`config.mk`:
```
export PLATFORM = sky130hd
export DESIGN_NAME = hazard_ctrl
export DESIGN_NICKNAME = d
export VERILOG_FILES = /design/src/rtl/riscv_pkg.sv /design/src/rtl/hazard_ctrl_fwd_unit.sv /design/src/rtl/hazard_ctrl.sv
export SDC_FILE = /design/constraint.sdc
export NUM_CORES = 1
export LEC_CHECK = 0
export ABC_AREA = 1
export CAP_MARGIN = 5
export CORE_MARGIN = 1
export CORE_UTILIZATION = 57
export CTS_BUF_LIST = sky130_fd_sc_hd__clkbuf_8
export DETAILED_ROUTE_END_ITERATION = 16
export GPL_TIMING_DRIVEN = 0
export PLACE_DENSITY_LB_ADDON = 0.2
export SYNTH_ARGS = -nofsm -noshare
export SYNTH_HDL_FRONTEND = slang
export SYNTH_SLANG_ARGS = --single-unit
```
`constraint.sdc`:
```
create_clock -name clk -period 3.9 [get_ports clk]
set_input_delay 0.585 -clock clk [delete_from_list [all_inputs] [get_ports clk]]
set_output_delay 0.585 -clock clk [all_outputs]
set_load 0.005 [all_outputs]
```
`src/rtl/riscv_pkg.sv`:
```
// -----------------------------------------------------------------------------
// riscv_pkg
// Shared types and constants for the RV32I pipeline control blocks.
//   REG_ADDR_W  : width of a register-file address
//   hz_state_t  : hazard controller sequencing states (INIT, RUN, MEM_WAIT)
//   fwd_sel_t   : execute-stage operand forwarding select
//                 FWD_RF = register file, FWD_W = W result, FWD_M = M ALU result
//   reg_hit()   : true when a writing stage targets a non-x0 register that
//                 matches a source register
// -----------------------------------------------------------------------------
package riscv_pkg;

   localparam int REG_ADDR_W = 5;

   typedef enum logic [1:0] {
      INIT     = 2'd0,
      RUN      = 2'd1,
      MEM_WAIT = 2'd2
   } hz_state_t;

   typedef logic [1:0] fwd_sel_t;

   localparam fwd_sel_t FWD_RF = 2'b00;
   localparam fwd_sel_t FWD_W  = 2'b01;
   localparam fwd_sel_t FWD_M  = 2'b10;

   // x0 is hard-wired to zero, so a write to it never produces a usable result.
   function automatic logic reg_hit(
      input logic [REG_ADDR_W-1:0] rd,
      input logic                  we,
      input logic [REG_ADDR_W-1:0] rs
   );
      return we && (rd != '0) && (rd == rs);
   endfunction

endpackage

```
`src/rtl/hazard_ctrl_fwd_unit.sv`:
```
// -----------------------------------------------------------------------------
// fwd_unit
// Combinational forwarding select for one execute-stage source operand.
// Ports:
//   i_rs          : source register read by the instruction in E
//   i_rd_m        : destination register of the instruction in M
//   i_regwrite_m  : M instruction writes the register file
//   i_rd_w        : destination register of the instruction in W
//   i_regwrite_w  : W instruction writes the register file
//   o_sel         : FWD_M / FWD_W / FWD_RF select
// -----------------------------------------------------------------------------
module fwd_unit
   import riscv_pkg::*;
(
   input  logic [REG_ADDR_W-1:0] i_rs,
   input  logic [REG_ADDR_W-1:0] i_rd_m,
   input  logic                  i_regwrite_m,
   input  logic [REG_ADDR_W-1:0] i_rd_w,
   input  logic                  i_regwrite_w,
   output fwd_sel_t              o_sel
);

   logic w_hit_m;
   logic w_hit_w;

   assign w_hit_m = reg_hit(i_rd_m, i_regwrite_m, i_rs);
   assign w_hit_w = reg_hit(i_rd_w, i_regwrite_w, i_rs);

   // M holds the younger result, so it wins when both stages match.
   always_comb begin
      o_sel = FWD_RF;
      if (w_hit_m) begin
         o_sel = FWD_M;
      end else if (w_hit_w) begin
         o_sel = FWD_W;
      end
   end

endmodule

```
`src/rtl/hazard_ctrl.sv`:
```
// -----------------------------------------------------------------------------
// hazard_ctrl
// Hazard and sequencing controller for the 5-stage RV32I pipeline.
// Pipeline registers have no reset, so after reset the controller flushes every
// stage for INIT_CYCLES clocks before normal operation. It also resolves
// load-use stalls, taken-branch flushes, data-memory wait states and operand
// forwarding, and keeps saturating stall/flush performance counters.
// Ports:
//   clk, rst_n                    : clock, asynchronous active-low reset
//   Rs1_D, Rs2_D                  : decode-stage source registers
//   Rs1_E, Rs2_E, Rd_E, Load_E    : execute-stage fields, load flag
//   PCSrc_E                       : taken branch/jump resolved in E
//   Rd_M, RegWrite_M              : M destination and write enable
//   Rd_W, RegWrite_W              : W destination and write enable
//   dmem_req_M, dmem_ready        : M-stage memory request / completion
//   Stall_F/D/E/M                 : hold the stage register
//   Flush_D/E/M/W                 : insert a bubble
//   ForwardA_E, ForwardB_E        : operand forwarding selects
//   mem_timeout                   : sticky, memory wait reached MAX_WAIT
//   stall_cycles, flush_events    : saturating performance counters
// -----------------------------------------------------------------------------
module hazard_ctrl
   import riscv_pkg::*;
#(
   parameter int INIT_CYCLES = 4,
   parameter int MAX_WAIT    = 64,
   parameter int CNT_WIDTH   = 32
)(
   input  logic                  clk,
   input  logic                  rst_n,
   input  logic [REG_ADDR_W-1:0] Rs1_D,
   input  logic [REG_ADDR_W-1:0] Rs2_D,
   input  logic [REG_ADDR_W-1:0] Rs1_E,
   input  logic [REG_ADDR_W-1:0] Rs2_E,
   input  logic [REG_ADDR_W-1:0] Rd_E,
   input  logic                  Load_E,
   input  logic                  PCSrc_E,
   input  logic [REG_ADDR_W-1:0] Rd_M,
   input  logic [REG_ADDR_W-1:0] Rd_W,
   input  logic                  RegWrite_M,
   input  logic                  RegWrite_W,
   input  logic                  dmem_req_M,
   input  logic                  dmem_ready,
   output logic                  Stall_F,
   output logic                  Stall_D,
   output logic                  Stall_E,
   output logic                  Stall_M,
   output logic                  Flush_D,
   output logic                  Flush_E,
   output logic                  Flush_M,
   output logic                  Flush_W,
   output logic [1:0]            ForwardA_E,
   output logic [1:0]            ForwardB_E,
   output logic                  mem_timeout,
   output logic [CNT_WIDTH-1:0]  stall_cycles,
   output logic [CNT_WIDTH-1:0]  flush_events
);

   localparam int INIT_W = $clog2(INIT_CYCLES + 1);
   localparam int WAIT_W = $clog2(MAX_WAIT + 1);

   localparam logic [INIT_W-1:0] INIT_LAST = INIT_W'(INIT_CYCLES - 1);
   localparam logic [WAIT_W-1:0] WAIT_MAX  = WAIT_W'(MAX_WAIT);
   localparam logic [WAIT_W-1:0] WAIT_LAST = WAIT_W'(MAX_WAIT - 1);

   // ---------------------------------------------------------------------------
   // State
   // ---------------------------------------------------------------------------
   hz_state_t              r_state;
   hz_state_t              r_state_next;
   logic [INIT_W-1:0]      r_init_cnt;
   logic [WAIT_W-1:0]      r_wait_cnt;
   logic                   r_mem_timeout;
   logic [CNT_WIDTH-1:0]   r_stall_cycles;
   logic [CNT_WIDTH-1:0]   r_flush_events;

   // ---------------------------------------------------------------------------
   // Hazard detection
   // ---------------------------------------------------------------------------
   logic       w_lw_stall;
   logic       w_mem_wait;
   logic       w_release;
   fwd_sel_t   w_fwd_a;
   fwd_sel_t   w_fwd_b;

   assign w_lw_stall = Load_E && (Rd_E != '0) && ((Rd_E == Rs1_D) || (Rd_E == Rs2_D));
   assign w_mem_wait = dmem_req_M && !dmem_ready;
   // A ready strobe only counts while a request is actually outstanding.
   assign w_release  = dmem_req_M && dmem_ready;

   fwd_unit u_fwd_a (
      .i_rs         (Rs1_E),
      .i_rd_m       (Rd_M),
      .i_regwrite_m (RegWrite_M),
      .i_rd_w       (Rd_W),
      .i_regwrite_w (RegWrite_W),
      .o_sel        (w_fwd_a)
   );

   fwd_unit u_fwd_b (
      .i_rs         (Rs2_E),
      .i_rd_m       (Rd_M),
      .i_regwrite_m (RegWrite_M),
      .i_rd_w       (Rd_W),
      .i_regwrite_w (RegWrite_W),
      .o_sel        (w_fwd_b)
   );

   // ---------------------------------------------------------------------------
   // Next state and stall/flush combination
   // ---------------------------------------------------------------------------
   logic       w_stall_f;
   logic       w_stall_d;
   logic       w_stall_e;
   logic       w_stall_m;
   logic       w_flush_d;
   logic       w_flush_e;
   logic       w_flush_m;
   logic       w_flush_w;
   logic       w_wait_active;
   logic       w_run_rules;
   logic       w_flush_applied;
   logic       w_in_init;

   always_comb begin
      r_state_next    = r_state;
      w_stall_f       = 1'b0;
      w_stall_d       = 1'b0;
      w_stall_e       = 1'b0;
      w_stall_m       = 1'b0;
      w_flush_d       = 1'b0;
      w_flush_e       = 1'b0;
      w_flush_m       = 1'b0;
      w_flush_w       = 1'b0;
      w_wait_active   = 1'b0;
      w_run_rules     = 1'b0;
      w_flush_applied = 1'b0;
      w_in_init       = 1'b0;

      case (r_state)
         INIT: begin
            // Only the state and init counter decide anything here, so
            // undriven pipeline inputs cannot leak into the outputs.
            w_in_init = 1'b1;
            w_stall_f = 1'b1;
            w_flush_d = 1'b1;
            w_flush_e = 1'b1;
            w_flush_m = 1'b1;
            w_flush_w = 1'b1;
            if (r_init_cnt == INIT_LAST) begin
               r_state_next = RUN;
            end
         end
         RUN: begin
            // The wait stall must act in the very cycle the miss is seen.
            if (w_mem_wait) begin
               w_wait_active = 1'b1;
               r_state_next  = MEM_WAIT;
            end else begin
               w_run_rules = 1'b1;
            end
         end
         MEM_WAIT: begin
            if (w_release) begin
               w_run_rules  = 1'b1;
               r_state_next = RUN;
            end else begin
               w_wait_active = 1'b1;
            end
         end
         default: begin
            r_state_next = INIT;
         end
      endcase

      // Whole front of the pipe freezes; W drains as a bubble each cycle.
      if (w_wait_active) begin
         w_stall_f = 1'b1;
         w_stall_d = 1'b1;
         w_stall_e = 1'b1;
         w_stall_m = 1'b1;
         w_flush_w = 1'b1;
      end

      // A taken branch discards the D instruction, so any load-use stall on
      // it is moot and fetch must move on to the branch target.
      if (w_run_rules) begin
         if (PCSrc_E) begin
            w_flush_d       = 1'b1;
            w_flush_e       = 1'b1;
            w_flush_applied = 1'b1;
         end else if (w_lw_stall) begin
            w_stall_f = 1'b1;
            w_stall_d = 1'b1;
            w_flush_e = 1'b1;
         end
      end
   end

   // ---------------------------------------------------------------------------
   // Registers
   // ---------------------------------------------------------------------------
   always_ff @(posedge clk or negedge rst_n) begin
      if (!rst_n) begin
         r_state        <= INIT;
         r_init_cnt     <= '0;
         r_wait_cnt     <= '0;
         r_mem_timeout  <= 1'b0;
         r_stall_cycles <= '0;
         r_flush_events <= '0;
      end else begin
         r_state <= r_state_next;

         if (w_in_init && (r_init_cnt != INIT_LAST)) begin
            r_init_cnt <= r_init_cnt + 1'b1;
         end

         // The counter holds at MAX_WAIT so it cannot wrap during long stalls.
         if (w_wait_active) begin
            if (r_wait_cnt != WAIT_MAX) begin
               r_wait_cnt <= r_wait_cnt + 1'b1;
               if (r_wait_cnt == WAIT_LAST) begin
                  r_mem_timeout <= 1'b1;
               end
            end
         end else begin
            r_wait_cnt <= '0;
         end

         if (!w_in_init && w_stall_f && (r_stall_cycles != '1)) begin
            r_stall_cycles <= r_stall_cycles + 1'b1;
         end

         if (w_flush_applied && (r_flush_events != '1)) begin
            r_flush_events <= r_flush_events + 1'b1;
         end
      end
   end

   // ---------------------------------------------------------------------------
   // Outputs
   // ---------------------------------------------------------------------------
   assign Stall_F      = w_stall_f;
   assign Stall_D      = w_stall_d;
   assign Stall_E      = w_stall_e;
   assign Stall_M      = w_stall_m;
   assign Flush_D      = w_flush_d;
   assign Flush_E      = w_flush_e;
   assign Flush_M      = w_flush_m;
   assign Flush_W      = w_flush_w;
   assign ForwardA_E   = w_in_init ? FWD_RF : w_fwd_a;
   assign ForwardB_E   = w_in_init ? FWD_RF : w_fwd_b;
   assign mem_timeout  = r_mem_timeout;
   assign stall_cycles = r_stall_cycles;
   assign flush_events = r_flush_events;

endmodule

```
---- After elaboration in Yosys (flattened, before gate mapping) ----
Cells that the tools add are included.
word-level totals
  logic and storage cells ................. 85
  register bits ........................... 77
  output and inout bits ................... 77
cells by class
  reductions and logical operators ........ 23
  equal/unequal tests ..................... 18
  $add $sub $neg .......................... 4
  mux-type cells .......................... 34
operators by type and width
  operator                                       number
  adder 32 x 1 -> 32 bit, second input constant  2
  != test 32 bit, second input constant          2
  == test 5 bit                                  6
  2-to-1 mux 1 bit                               22
  nonzero test 5 bit                             3
  logical AND 1 bit                              14
  2-to-1 mux 2 bit                               7
  2-to-1 mux 7 bit                               2
  adder 7 x 1 -> 7 bit, second input constant    1
  == test 7 x 6 -> 1 bit, second input constant  1
  != test 7 bit, second input constant           1
  != test 2 bit, second input constant           3
  case mux 2 bit (3 select lines)                1
  AND reduction 3 bit                            2
  case mux 1 bit (2 select lines)                2
  adder 3 x 1 -> 3 bit, second input constant    1
  == test 3 x 2 -> 1 bit, second input constant  1
  != test 3 x 2 -> 1 bit, second input constant  1
  == test 2 x 1 -> 1 bit, second input constant  1
  == test 2 bit, second input constant           1
  zero test 1 bit                                2
  zero test 2 bit                                1
  != test 2 x 1 -> 1 bit, second input constant  1
  logical OR 1 bit                               1

---- Logic depth before layout (Yosys ltp) ----
  depth after elaboration ................. 10
  mapped depth ............................ 14
  gate-level depth less buffers ........... 13

---- Modules after synthesis ----
Synthesis repeated with hierarchy kept, for this count alone.
second synthesis, totals
  cells, all modules ...................... 871
  area, all modules ....................... 5778.0 um^2
by module, submodules not included
  module       cells each  area an instance (um^2)  seq. area each (um^2)  times used
  hazard_ctrl  769         5335.1                   1926.8                 1
  fwd_unit     51          221.5                    0.0                    2

---- Worst setup path after synthesis ----
No wires, ideal clock.
  path kind ............................... register to output
  start ................................... reg r_state[0]
  end ..................................... out Stall_D
  cell stages (with the launch flop) ...... 10
  data required time ...................... 3.315 ns
  arrival ................................. 1.411 ns
  slack ................................... 1.904 ns
  cell sequence ........................... dfrtp_1 -> inv_1 -> ha_1 -> nand3_1 -> nand2_1 -> nand2_1 -> nor2_1 -> nand3_1 -> nand2_2 -> buf_2
on the way
  word-level cells in the longest chain between the ends .. 6
  elaborated cells between the ends (all ways) .. 8
  those cells by class .................... eq/ne: 2; mux: 6
ends and longest elaborated chain
  element                                                         line                source
  start: declaration                                              hazard_ctrl.sv:69   hz_state_t r_state;
  start signal: assignment                                        hazard_ctrl.sv:212  r_state <= r_state_next;
  == test 2 bit / == test 2 x 1 -> 1 bit (equally long branches)  hazard_ctrl.sv:140  case (r_state)
  case mux 1 bit (2 select lines)                                 hazard_ctrl.sv:140
  2-to-1 mux 1 bit                                                hazard_ctrl.sv:177  if (w_wait_active) begin
  2-to-1 mux 1 bit                                                hazard_ctrl.sv:192  end else if (w_lw_stall) begin
  2-to-1 mux 1 bit                                                hazard_ctrl.sv:188  if (PCSrc_E) begin
  2-to-1 mux 1 bit *                                              hazard_ctrl.sv:187  if (w_run_rules) begin
  end: declaration                                                hazard_ctrl.sv:45   output logic Stall_D,
Mark *: on every way between the ends. The rest lies on a longest branch, timed or not.

---- Final worst setup path ----
  start ................................... in Rd_E[1]
  end ..................................... out Stall_D
on the way
  word-level cells in the longest chain between the ends .. 6
  elaborated cells between the ends (all ways) .. 9
  those cells by class .................... eq/ne: 2; mux: 3; reduce/logical: 4
ends and longest elaborated chain
  element                                                       line                source
  start: declaration                                            hazard_ctrl.sv:35   input logic [REG_ADDR_W-1:0] Rd_E,
  == test 5 bit / nonzero test 5 bit (equally long branches)    hazard_ctrl.sv:86   assign w_lw_stall = Load_E && (Rd_E != '0) && ((Rd_E == Rs1_D) || (Rd_E == Rs2_D));
  logical OR 1 bit / logical AND 1 bit (equally long branches)  hazard_ctrl.sv:86
  logical AND 1 bit *                                           hazard_ctrl.sv:86
  2-to-1 mux 1 bit *                                            hazard_ctrl.sv:192
  2-to-1 mux 1 bit *                                            hazard_ctrl.sv:188
  2-to-1 mux 1 bit *                                            hazard_ctrl.sv:187
Marked as above.

==> reports/qor.yml <==
worst_setup_path:
  cp_top_family: "buffers and inverters"
  critical_path_buf_inv_count: 4
  end_kind: "output pin"
  max_stage_delay_ps: 540
  critPathSlowestCell: "clkdlybuf4s50_1"
  worstSetupPathType: "in -> out"
  cp-start-kind: "primary input"
  critical_path_required_ps: 3310
  path_cells: "clkdlybuf4s50_1 -> inv_1 -> nand2_1 -> nand2_1 -> nor2_1 -> nand3_1 -> nand2_1 -> nand3_1 -> nand2_2 -> buf_2 -> clkdlybuf4s50_1"
  worst-endpoint-arrival_ps: 2730
  crit_path_max_fanout: 10
  worst_path_most_repeated_cell: "nand2_1"
cts:
  post_cts_resized: 0
  cts_setup_buffers: 0
  clock_path_buffers: 2
  htree_levels: 3
  clkTransAtPathRegs_ps: 90
  clock-root-buffer: "clkbuf_8"
  worstSkewPairLatency_ps: 360
  hold_buffers: 0
  cts_sinks: 77
  cts_tree: "done"
  cts_buffers: 9
drt:
  drt_iter0_drc: 209
  vias: 5519
  dr.pass1.iters: 5
  drt_wl_total_microns: 14530
  routed_via_density: 5.312
  drc: 0
  post_drt_wl_per_cell_microns: 13.98
  ant_nets: 0
power:
  power.share.switching: 0.3818
  power.total_mw: 2.804
  p_seq_frac: 0.370
  p_leak_nw: 3.225
  ir_drop_uv: 234.2
  p_int_mw: 1.733
  power_density_mw_per_mm2: 403.7
  p_comb_frac: 0.412
  p_switching_mw: 1.070
  p_clk_frac: 0.218
timing:
  setup_viol: 0
  worst_pin_slew_ps: 664.3
  skew_ps: 7.708
  maxSlewViolCount: 0
  finalSetupTns_ps: 0
  hold_viol: 0
  rsz0062_at_grt: "false"
  min_period_ps: 3314
  relSlewSlack: 0.5537
  timing.hold.ws_ps: 93.90
  fin_crit_sh: 0.8498
  max_freq_mhz: 301.7
synthesis:
  yosysSeqAreaShare: 0.3568
  synthTopCellsByArea: "dfrtp_1, nand2_1, xor2_1"
  netlist.area_leader.share: 0.3568
  ys.flop_type: "dfrtp_1"
  synth_nets: 846
  ys_async_sr_fraction: 1.000
  synth-edff-count: 0
  synthCells: 792
  syn-cell-area_sq_mm: 0.005400
  post-synth-top-count-cell: "nand2_1"
  yosys-top-cells-count: "nand2_1, nor2_1, dfrtp_1"
  synth-seq-cells: 77
  ys.warnings.count: 0
  ys_types: 36
  syn_area_per_cell_sq_um: 6.818
  yosys.area.top_type: "dfrtp_1"
floorplan:
  core_sq_mm: 0.009196
  rows: 35
  die_area_sq_mm: 0.009867
  chipWidth_microns: 99.34
  start_util: 0.5872
  die_y_microns: 99.34
  io_pins: 120
cells_and_area:
  stdcell_area_sq_mm: 0.006945
  diodes: 0
  fin_cells: 1039
  area_growth_syn_to_layout_pct: 28.61
  fillers: 687
  drive_gt1_frac: 0.04526
  nets: 977
global_routing:
  grt_pass1_vias: 5351
  grt.met3_usage: 0.04216
  grt_start_max_net_pins: 61
  track_usage: 0.3068
  grt_pass1_wl_microns: 24070
  gr-total-overflow: 0
  use_met2: 0.5465
  met1_usage: 0.3628
  antenna_found_initial: 0
  busiest_layer: "met2"
run_status:
  outcome: "completed"
place:
  dp_hpwl_microns: 11340
  placed_area_sq_mm: 0.006755
  place_congestion: 0.9948
  io_buffer_count: 119
  dp_cells: 1023
job:
  drv_cap: 0
worst_hold_path:
  min_path_type: "in -> async"
-- power by group through the flow --
stage | sequential, mW | combinational (mW) | clock, mW
final | 1.04 | 1.16 | 0.610
after global routing | 1.06 | 1.27 | 0.641
after CTS | 1.03 | 1.16 | 0.614
after detailed placement | 1.05 | 1.15 | 0
after global placement | 1.04 | 1.10 | 0
after floorplan | 1.02 | 0.654 | 0
-- final cells by class --
class	instances	area, sq um	share of cell area
Multi-Input combinational cell	621	3057	0.4401
Tap cell	111	138.9	0.02000
Clock buffer	9	123.9	0.01783
Inverter	79	299.0	0.04306
Sequential cell	77	1927	0.2774
Buffer	15	117.6	0.01693
Timing Repair Buffer	120	1216	0.1751
Clock inverter	7	66.31	0.009548
-- kinds of logic after synthesis --
logic type	count (synthesis)	synth area share
mux	1	0.002085
buf+inv	94	0.07715
flops	77	0.3568
simple gates	522	0.4115
xor+xnor	63	0.1022
compound gates	24	0.02479
fa+ha+maj	11	0.02549
-- flip-flops by register name, indices dropped and copies added, names as in the netlist --
signal,count
flush_events,32
r_wait_cnt,7
r_state,2
r_init_cnt,3
stall_cycles,32
mem_timeout,1
-- metal layers --
| metal | routed length, microns | part of all wire |
|---|---|---|
| met3 | 757 | 0.052 |
| met1 | 6123 | 0.42 |
| met2 | 7156 | 0.49 |
| met4 | 490 | 0.034 |
| met5 | 0 | 0 |
-- stage by stage --
stage	setup slack, ps	util
after floorplan	1904	-
after global placement	-356.4	0.7318
after detailed placement	583.3	0.7346
after CTS	573.6	0.7552
after global routing	428.4	0.7552
final	585.8	0.7552
-- final timing paths --
kind	to	startpoint	slack, ps	depth (start not counted)
min in group clk	mem_timeout	mem_timeout	490	1
worst min-delay path	stall_cycles[7]	rst_n	90	1
worst max register to register	flush_events[20]	r_state[0]	1640	11
worst max-delay path	Stall_D	Rd_E[1]	590	11
max in group asynchronous	flush_events[15]	rst_n	3240	2
worst min register to register	mem_timeout	mem_timeout	490	1
-- worst reg2reg max path: stages (launching register included) --
cell	delay [ps]
dfrtp_1	430
inv_1	100
ha_1	190
nand3_1	80
nand2_1	70
nand2_1	80
nor2_1	290
nand2_2	190
inv_2	140
clkbuf_1	390
nand3_1	130
nand2_1	110
-- cells in the final DEF, fill, tap and decap left out, drive strengths merged, types with 2 or more instances in the layout --
master	count
nand2	297
dfrtp	77
nor2	101
buf	15
ha	11
nand4	9
xnor2	17
nand3b	9
clkdlybuf4s50	118
nor3b	2
inv	82
clkinvlp	2
clkbuf	11
nor3	32
a21oi	3
or2	2
nor4	6
nand3	64
o21ai	16
xor2	46
Note: power is estimated with default switching activity, not from simulation.
